## src/rtl/mux4x1_arbiter.sv

```systemverilog
// Round-robin arbiter driving the selects of a shared 4x1 mux, with a hold
// limit that forces rotation and a registered, flagged copy of the mux output.
module mux4x1_arbiter #(
    parameter int unsigned MAX_HOLD = 4
) (
    input  logic       clk,
    input  logic       rst_n,
    input  logic [3:0] req,
    input  logic [3:0] d,
    output logic [3:0] gnt,
    output logic       S1,
    output logic       S0,
    output logic       y,
    output logic       y_valid
);

    typedef enum logic {IDLE, GRANT} state_t;

    state_t     state, state_nx;
    logic [1:0] last, last_nx;
    logic [1:0] sel, sel_nx;
    logic [3:0] gnt_nx;
    logic [3:0] hold_cnt, hold_nx;
    logic [3:0] cand;
    logic [1:0] win;
    logic [1:0] idx;
    logic       found;
    logic       at_limit;

    assign S1       = sel[1];
    assign S0       = sel[0];
    assign at_limit = (hold_cnt == 4'(MAX_HOLD));

    // In GRANT, last always equals the owner, so one search from last+1
    // serves both fresh arbitration and preemption (owner masked out).
    always_comb begin
        cand  = req;
        win   = '0;
        found = 1'b0;
        idx   = '0;
        if (state == GRANT) cand[sel] = 1'b0;
        for (int k = 1; k <= 4; k++) begin
            idx = last + 2'(k);
            if (!found && cand[idx]) begin
                win   = idx;
                found = 1'b1;
            end
        end
    end

    always_comb begin
        state_nx = state;
        gnt_nx   = gnt;
        sel_nx   = sel;
        last_nx  = last;
        hold_nx  = hold_cnt;
        case (state)
            IDLE: begin
                if (found) begin
                    gnt_nx   = 4'b0001 << win;
                    sel_nx   = win;
                    last_nx  = win;
                    hold_nx  = 4'd1;
                    state_nx = GRANT;
                end
            end
            GRANT: begin
                if (!req[sel]) begin
                    gnt_nx   = '0;
                    hold_nx  = '0;
                    state_nx = IDLE;
                end else if (at_limit && found) begin
                    gnt_nx  = 4'b0001 << win;
                    sel_nx  = win;
                    last_nx = win;
                    hold_nx = 4'd1;
                end else if (!at_limit) begin
                    hold_nx = hold_cnt + 4'd1;
                end
            end
            default: state_nx = IDLE;
        endcase
    end

    always_ff @(posedge clk) begin
        if (!rst_n) begin
            state    <= IDLE;
            gnt      <= '0;
            sel      <= '0;
            last     <= 2'd3;
            hold_cnt <= '0;
            y        <= 1'b0;
            y_valid  <= 1'b0;
        end else begin
            state    <= state_nx;
            gnt      <= gnt_nx;
            sel      <= sel_nx;
            last     <= last_nx;
            hold_cnt <= hold_nx;
            // data path samples the selects as they stood before this edge
            y        <= (gnt != '0) ? d[sel] : 1'b0;
            y_valid  <= (gnt != '0);
        end
    end

endmodule

```

## config.mk

```make
export PLATFORM = sky130hd
export DESIGN_NAME = mux4x1_arbiter
export DESIGN_NICKNAME = d
export VERILOG_FILES = /design/src/rtl/mux4x1_arbiter.sv
export SDC_FILE = /design/constraint.sdc
export NUM_CORES = 1
export LEC_CHECK = 0
export ABC_CLOCK_PERIOD_IN_PS = 2200
export CAP_MARGIN = 25
export CORE_AREA = 5 5 45 57
export DETAILED_ROUTE_END_ITERATION = 16
export DIE_AREA = 0 0 50 62
export PLACE_DENSITY = 0.75
export SLEW_MARGIN = 20
export SYNTH_ARGS = -nofsm -noshare
export SYNTH_HDL_FRONTEND = slang
export SYNTH_SLANG_ARGS = --single-unit
```

## constraint.sdc

```tcl
create_clock -name clk -period 2.2 [get_ports clk]
set_input_delay 0.44 -clock clk [delete_from_list [all_inputs] [get_ports clk]]
set_output_delay 0.44 -clock clk [all_outputs]
set_load 0.03 [all_outputs]
```

# [After elaboration in Yosys (flattened, before gate mapping)]
# Index checks and enable logic that the tools add are counted.
[word_totals] regBits=15 in_bits=10 elab_cells=79
[op_classes] add_sub_neg=4 order_cmp=6 n_eq_ne=6 n_shift=1 muxes=39 n_bitwise=3 n_reduce_logical=13
[ops] op="$mux W4" count=8
[ops] op="$pmux W4 S2" count=2
[ops] op="$lt A2 B3 Y1 const B" count=5
[ops] op="$mux W2" count=7
[ops] op="$mux W1" count=13
[ops] op="$bmux W1 S2" count=6
[ops] op="$reduce_and A2 Y1" count=3
[ops] op="$logic_and A1 B1 Y1" count=5
[ops] op="$add A2 B2 Y2 const B" count=2
[ops] op="$add A4 B1 Y4 const B" count=1
[ops] op="$and A4 B4 Y4" count=1
[ops] op="$eq A4 B3 Y1 const B" count=1
[ops] op="$ne A2 B1 Y1 const B" count=2
[ops] op="$ne A4 B3 Y1 const B" count=1
[ops] op="$not A4 Y4" count=1
[ops] op="$pmux W2 S2" count=1
[ops] op="$reduce_bool A4 Y1" count=1
[ops] op="$shl A1 B2 Y4 const A" count=1
[ops] op="$logic_not A1 Y1" count=3
[ops] op="$ne A3 B2 Y1 const B" count=1
[ops] op="$reduce_and A3 Y1" count=1
[ops] op="$add A2 B1 Y2 const B" count=1
[ops] op="$demux W1 S2" count=1
[ops] op="$ge A2 B1 Y1 const B" count=1
[ops] op="3 further kinds" count=3

# [Logic depth before layout (Yosys ltp)]
[logic_depth] word_depth=23 ltp_mapped=7 depth_no_buf=7

# [Least setup slack after synthesis]
# No wires, ideal clock.
[synth_timing] kind="register to register" from="reg sel[1]" to="reg gnt[0]" setup_time_ps=117 arrival_ps=1845 required_ps=2083 setup_slack_ps=237 path_stages_with_launch=6 n_path_buf=1 period_less_slack_ps=1963 cell_sequence="dfxtp_1 > buf_6 > mux4_2 > a21o_1 > and3_4 > a32o_1"
[synth_via] elab_chain_cells=23 word_cells_on_any_way=41 classes_between="order compare (2); eq/ne (2); shift (1); mux (25); bitwise (2); reduce/logical (9)"
[synth_lines] item="start: declaration" line="21" rtl="logic [1:0] sel, sel_nx;"
[synth_lines] item="start signal: assignment" line="97" rtl="sel <= sel_nx;"
[synth_lines] item="$lt A2 B3 Y1 (implied by the code) or $ge A2 B1 Y1 (tied branches)" line="41" rtl="if (state == GRANT) cand[sel] = 1'b0;"
[synth_lines] item="$logic_and A1 B1 Y1 (implied by the code)" line="41"
[synth_lines] item="$mux W1 (implied by the code)" line="41"
[synth_lines] item="$demux W1 S2" line="41"
[synth_lines] item="$not A4 Y4 (no line)"
[synth_lines] item="$and A4 B4 Y4 (no line)"
[synth_lines] item="$mux W4" line="41"
[synth_lines] item="$bmux W1 S2" line="44" rtl="if (!found && cand[idx]) begin"
[synth_lines] item="[7 not listed]"
[synth_lines] item="$mux W1" line="44"
[synth_lines] item="$logic_not A1 Y1" line="44"
[synth_lines] item="$logic_and A1 B1 Y1" line="44"
[synth_lines] item="$mux W2" line="44"
[synth_lines] item="$shl A1 B2 Y4" line="60, 73"
[synth_lines] item="$mux W4" line="72" rtl="end else if (at_limit && found) begin"
[synth_lines] item="$mux W4" line="68" rtl="if (!req[sel]) begin"
[synth_lines] item="$pmux W4 S2" line="57" rtl="case (state)"
[synth_lines] item="end signal: assignment" line="96" rtl="gnt <= gnt_nx;"
[synth_lines] item="end: declaration" line="10" rtl="output logic [3:0] gnt,"
# Several ways; a longest one is shown, not always the timed one. The select of a mux whose other input is x is not followed.
# A chain may end at the register's enable or synchronous reset.

# [Worst setup path after layout]
[layout_timing] from="reg sel[0]" to="out S0"
[layout_rtl] item="end: declaration" line="12" rtl="output logic S0,"
# No word-level cell between the ends.

==> summary by stage <==
Logic synthesis
The synthesized design contains 0 enable-type register cells. The dominant cell type by area after synthesis is sky130_fd_sc_hd__dfxtp_1. Measured against the total synthesized area, the mux share comes to 9.68%. The synthesized netlist net count is 110. Counting flops and latches in the post-synthesis netlist gives 15. The synthesized netlist occupies a cell area of 943 sq um.

The library cell with the highest instance count after synthesis is sky130_fd_sc_hd__dfxtp_1. The main combinational cell family by area after synthesis is compound AO/OA/AOI/OAI gates. The flip-flop cell with the highest count after synthesis is sky130_fd_sc_hd__dfxtp_1. Sorting the synthesized cells by area gives the leading types as sky130_fd_sc_hd__dfxtp_1 32%, sky130_fd_sc_hd__a32o_1 4.2%, sky130_fd_sc_hd__o21ai_0 4.2%. The share of Yosys cell area claimed by the top area cell type is 31.8%.

Summing the areas of all and, or, nand and nor instances in the mapped netlist gives 16.0% of the synthesized area. For this run, asynchronously set or reset flops after synthesis account for 0%. For this run, the register share of the synthesized area comes to 31.8%.

The XOR/XNOR share of the synthesized area is 2.79%. After synthesis, the most frequently instantiated cells are 15 x sky130_fd_sc_hd__dfxtp_1, 8 x sky130_fd_sc_hd__o21ai_0, 6 x sky130_fd_sc_hd__nor2_1, 5 x sky130_fd_sc_hd__a21oi_1. Of the total synthesized cell area, the portion taken by full adders, half adders and majority gates is 2.65%. Each instance of the synthesized netlist takes up on average 9.63 sq um. The gate count after technology mapping is 98. The Yosys step of the flow raised 0 warnings. The synthesized netlist devotes 28.2% of its cell area to compound gates.

After synthesis, the netlist uses 44 different library cells.

Global routing
The via count of the first global-routing pass is 834. The first global-routing pass estimated 3.56 mm of wire. The aggregate global-route resource usage is 14.9%. The initial antenna violation count came to 0. The leftover overflow at the end of global routing is 0. Entering global routing, the biggest net connects 12 pins.

Floorplan
The die covers 3100 sq um. From bottom edge to top edge, the die measures 62 um. The total area inside the core boundary comes to 1940 sq um.

The boundary pin count is 18. The initial core utilization is 48.7%. The die is 50 um wide. The site row count is 18.

STA
The tightest slew margin relative to the limit is 74.9%. Static timing analysis puts the maximum clock frequency at 490 MHz. The post-route clock skew is 5.85 ps. The worst path in the final design needs a cycle of 2040 ps, including I/O delays and setup. For the pin with the worst max-slew slack, the measured transition is 376 ps.

The share of the clock period used by the worst path after layout is 92.7%. The number of endpoints with negative hold slack in the final report is 0. The final-report max-slew violation count is 0. Setup repair after global routing left no endpoint under its margin. Setup violations remaining at the end of the flow were counted as 0.

Power and ir drop
In this run switching power makes up 35.3% of total power. The fraction of power consumed by combinational cells is 38.0%. Across the VDD grid, the largest voltage drop is 623 uV. Sequential cells burn 42.6% of the power. The post-route total power is 813 uW. For this design the ratio of total power to cell area is 697 nW/um^2. The reported leakage power is 0.000468 uW. In this run the power spent charging and discharging nets is 287 uW.

The internal power of the cells totals 526 uW. The clock network is responsible for 19.4% of the overall power.

Critical path
STA puts the critical path data arrival time at 1600 ps. Along the worst path, the maximum fanout reaches 8. The worst setup path is launched from a flop.

On the critical path, the stage with the largest delay is an instance of sky130_fd_sc_hd__clkdlybuf4s50_1. The worst setup path is captured at an output pin. For the worst setup path, the data required time is 1760 ps. The category of the most critical setup path is flop to output pin.

The delay of the slowest cell on the worst path is 670 ps. Traced cell by cell, the critical path runs through buf_4, clkdlybuf4s50_1.

Clock tree
The count of hold-fix buffers inserted at cts is 0. The cell sitting at the root of the clock tree is a sky130_fd_sc_hd__clkbuf_4. After clock tree synthesis, the clock-pin slew on the worst setup and hold paths is 90 ps.

The quantity of gates resized following cts is 0. The clock latency reported for the late side of the worst-skew pair is 290 ps. The tree built by TritonCTS fans out to 15 sinks. The maximum level of the CTS H-tree is 1. Once the clock tree was built, the setup fixing pass inserted 0 buffers. TritonCTS built the clock tree. Buffers inserted during clock tree synthesis total 3. The largest buffer count on any clock path is 2.

Placement
Routability-driven placement finished with a final weighted congestion of 0.856. The placed wire-length estimate after detailed placement is 1.62 mm. The count of input and output buffers is 17.

Finish
The area of the multi-input gates is 561 sq um. Measured on the finished design, the core utilization comes to 60.2%. The area added between synthesis and finish is 23.6%. The net count of the finished layout is 136. The layout has 177 filler cells. The fraction of final layout cells sized beyond drive strength 1 is 19.5%. The repair_antennas step left the layout with diodes totalling 0. The register cell area after layout is 300 sq um.

Routing
Summed over all layers, the routed wires come to 2.07 mm. The final routed wire length divided by cell count is 14.5 um. The iteration count of the initial detailed-routing pass is 4. Across all layers, the routed design uses 838 vias. The residual DRC count is 0.

After the first detailed-routing iteration, the DRC count stood at 14. The remaining antenna violation count is 0. Using the TritonRoute via totals, the vias-per-cell ratio works out to 5.86.

Hold path
The class of the worst hold path is flop to flop.

Outcome
The flow ran to the end, and the final reports show no timing, DRC or antenna violations.

Run
Across the run, the number of max-cap violations was 0.
-- final cells by class --
cell class	count	share of cell area (%)
clock buffers	3	1.93
clock inverters	1	0.429
inverters	4	1.29
multi-input cells	74	48.1
flip-flops and latches	15	25.8
well taps	20	2.15
repair buffers	26	20.4
-- cells in the final DEF, fill, tap and decap left out, drive strengths merged, types with 4 or more instances in the layout --
cell	Yosys	final
a21oi	7	7
a32o	4	4
buf	3	9
clkdlybuf4s50	0	17
dfxtp	15	15
inv	4	4
nand2	4	4
nor2	6	6
o21ai	8	8
-- metal layers --
| metal | routed length, um | share of wire (%) | GRT usage (%) | vias up |
|---|---|---|---|---|
| met4 | 70 | 3.4 | 6.37 | 0 |
| met2 | 1040 | 50 | 26.9 | 27 |
| met3 | 92 | 4.4 | 4.53 | 9 |
| met5 | 0 | 0 | 0 | - |
| met1 | 868 | 42 | 16.1 | 385 |
| li1 | - | - | - | 417 |
-- sequential cells by signal (all words and copies together) (netlist names) --
name	flops
gnt	4
hold_cnt	4
last	2
sel	2
state	1
y	1
y_valid	1
-- critical path: cells and delay by family, from the launching register on --
family / cells / cell delay [ps]
buffers and inverters: 2 / 870
DFF: 1 / 440
-- stage by stage --
stage	area, sq um	worst slack [ps]	TNS [ps]	std cells	hold slack [ps]
6_report	1170	160	0	143	502
5_1_grt	1170	54.9	0	143	524
4_1_cts	1170	140	0	143	509
3_5_place_dp	1140	-69.0	-295	139	494
3_3_place_gp	1140	-43.6	-160	139	471
2_1_floorplan	943	237	0	98	456
-- power by group through the flow --
stage	registers (uW)	clock network (uW)	logic, uW
floorplan	369	0	203
global placement	350	0	305
detailed placement	352	0	309
CTS	346	164	310
global route	352	189	338
finish	347	157	309
-- final timing paths --
path	depth (start not counted)	end	slack, ps	startpoint
setup / recovery	2	S0	160	sel[0]
hold / removal	2	hold_cnt[1]	500	hold_cnt[1]
setup reg to reg	4	gnt[1]	270	sel[1]
hold reg to reg	2	hold_cnt[1]	500	hold_cnt[1]
-- cells by family after synthesis --
| group | Yosys count |
|---|---|
| mux | 6 |
| buf+inv | 9 |
| flops | 15 |
| simple gates | 26 |
| xor+xnor | 3 |
| compound gates | 37 |
| fa+ha+maj | 2 |
(Power assumes the default switching activity.)
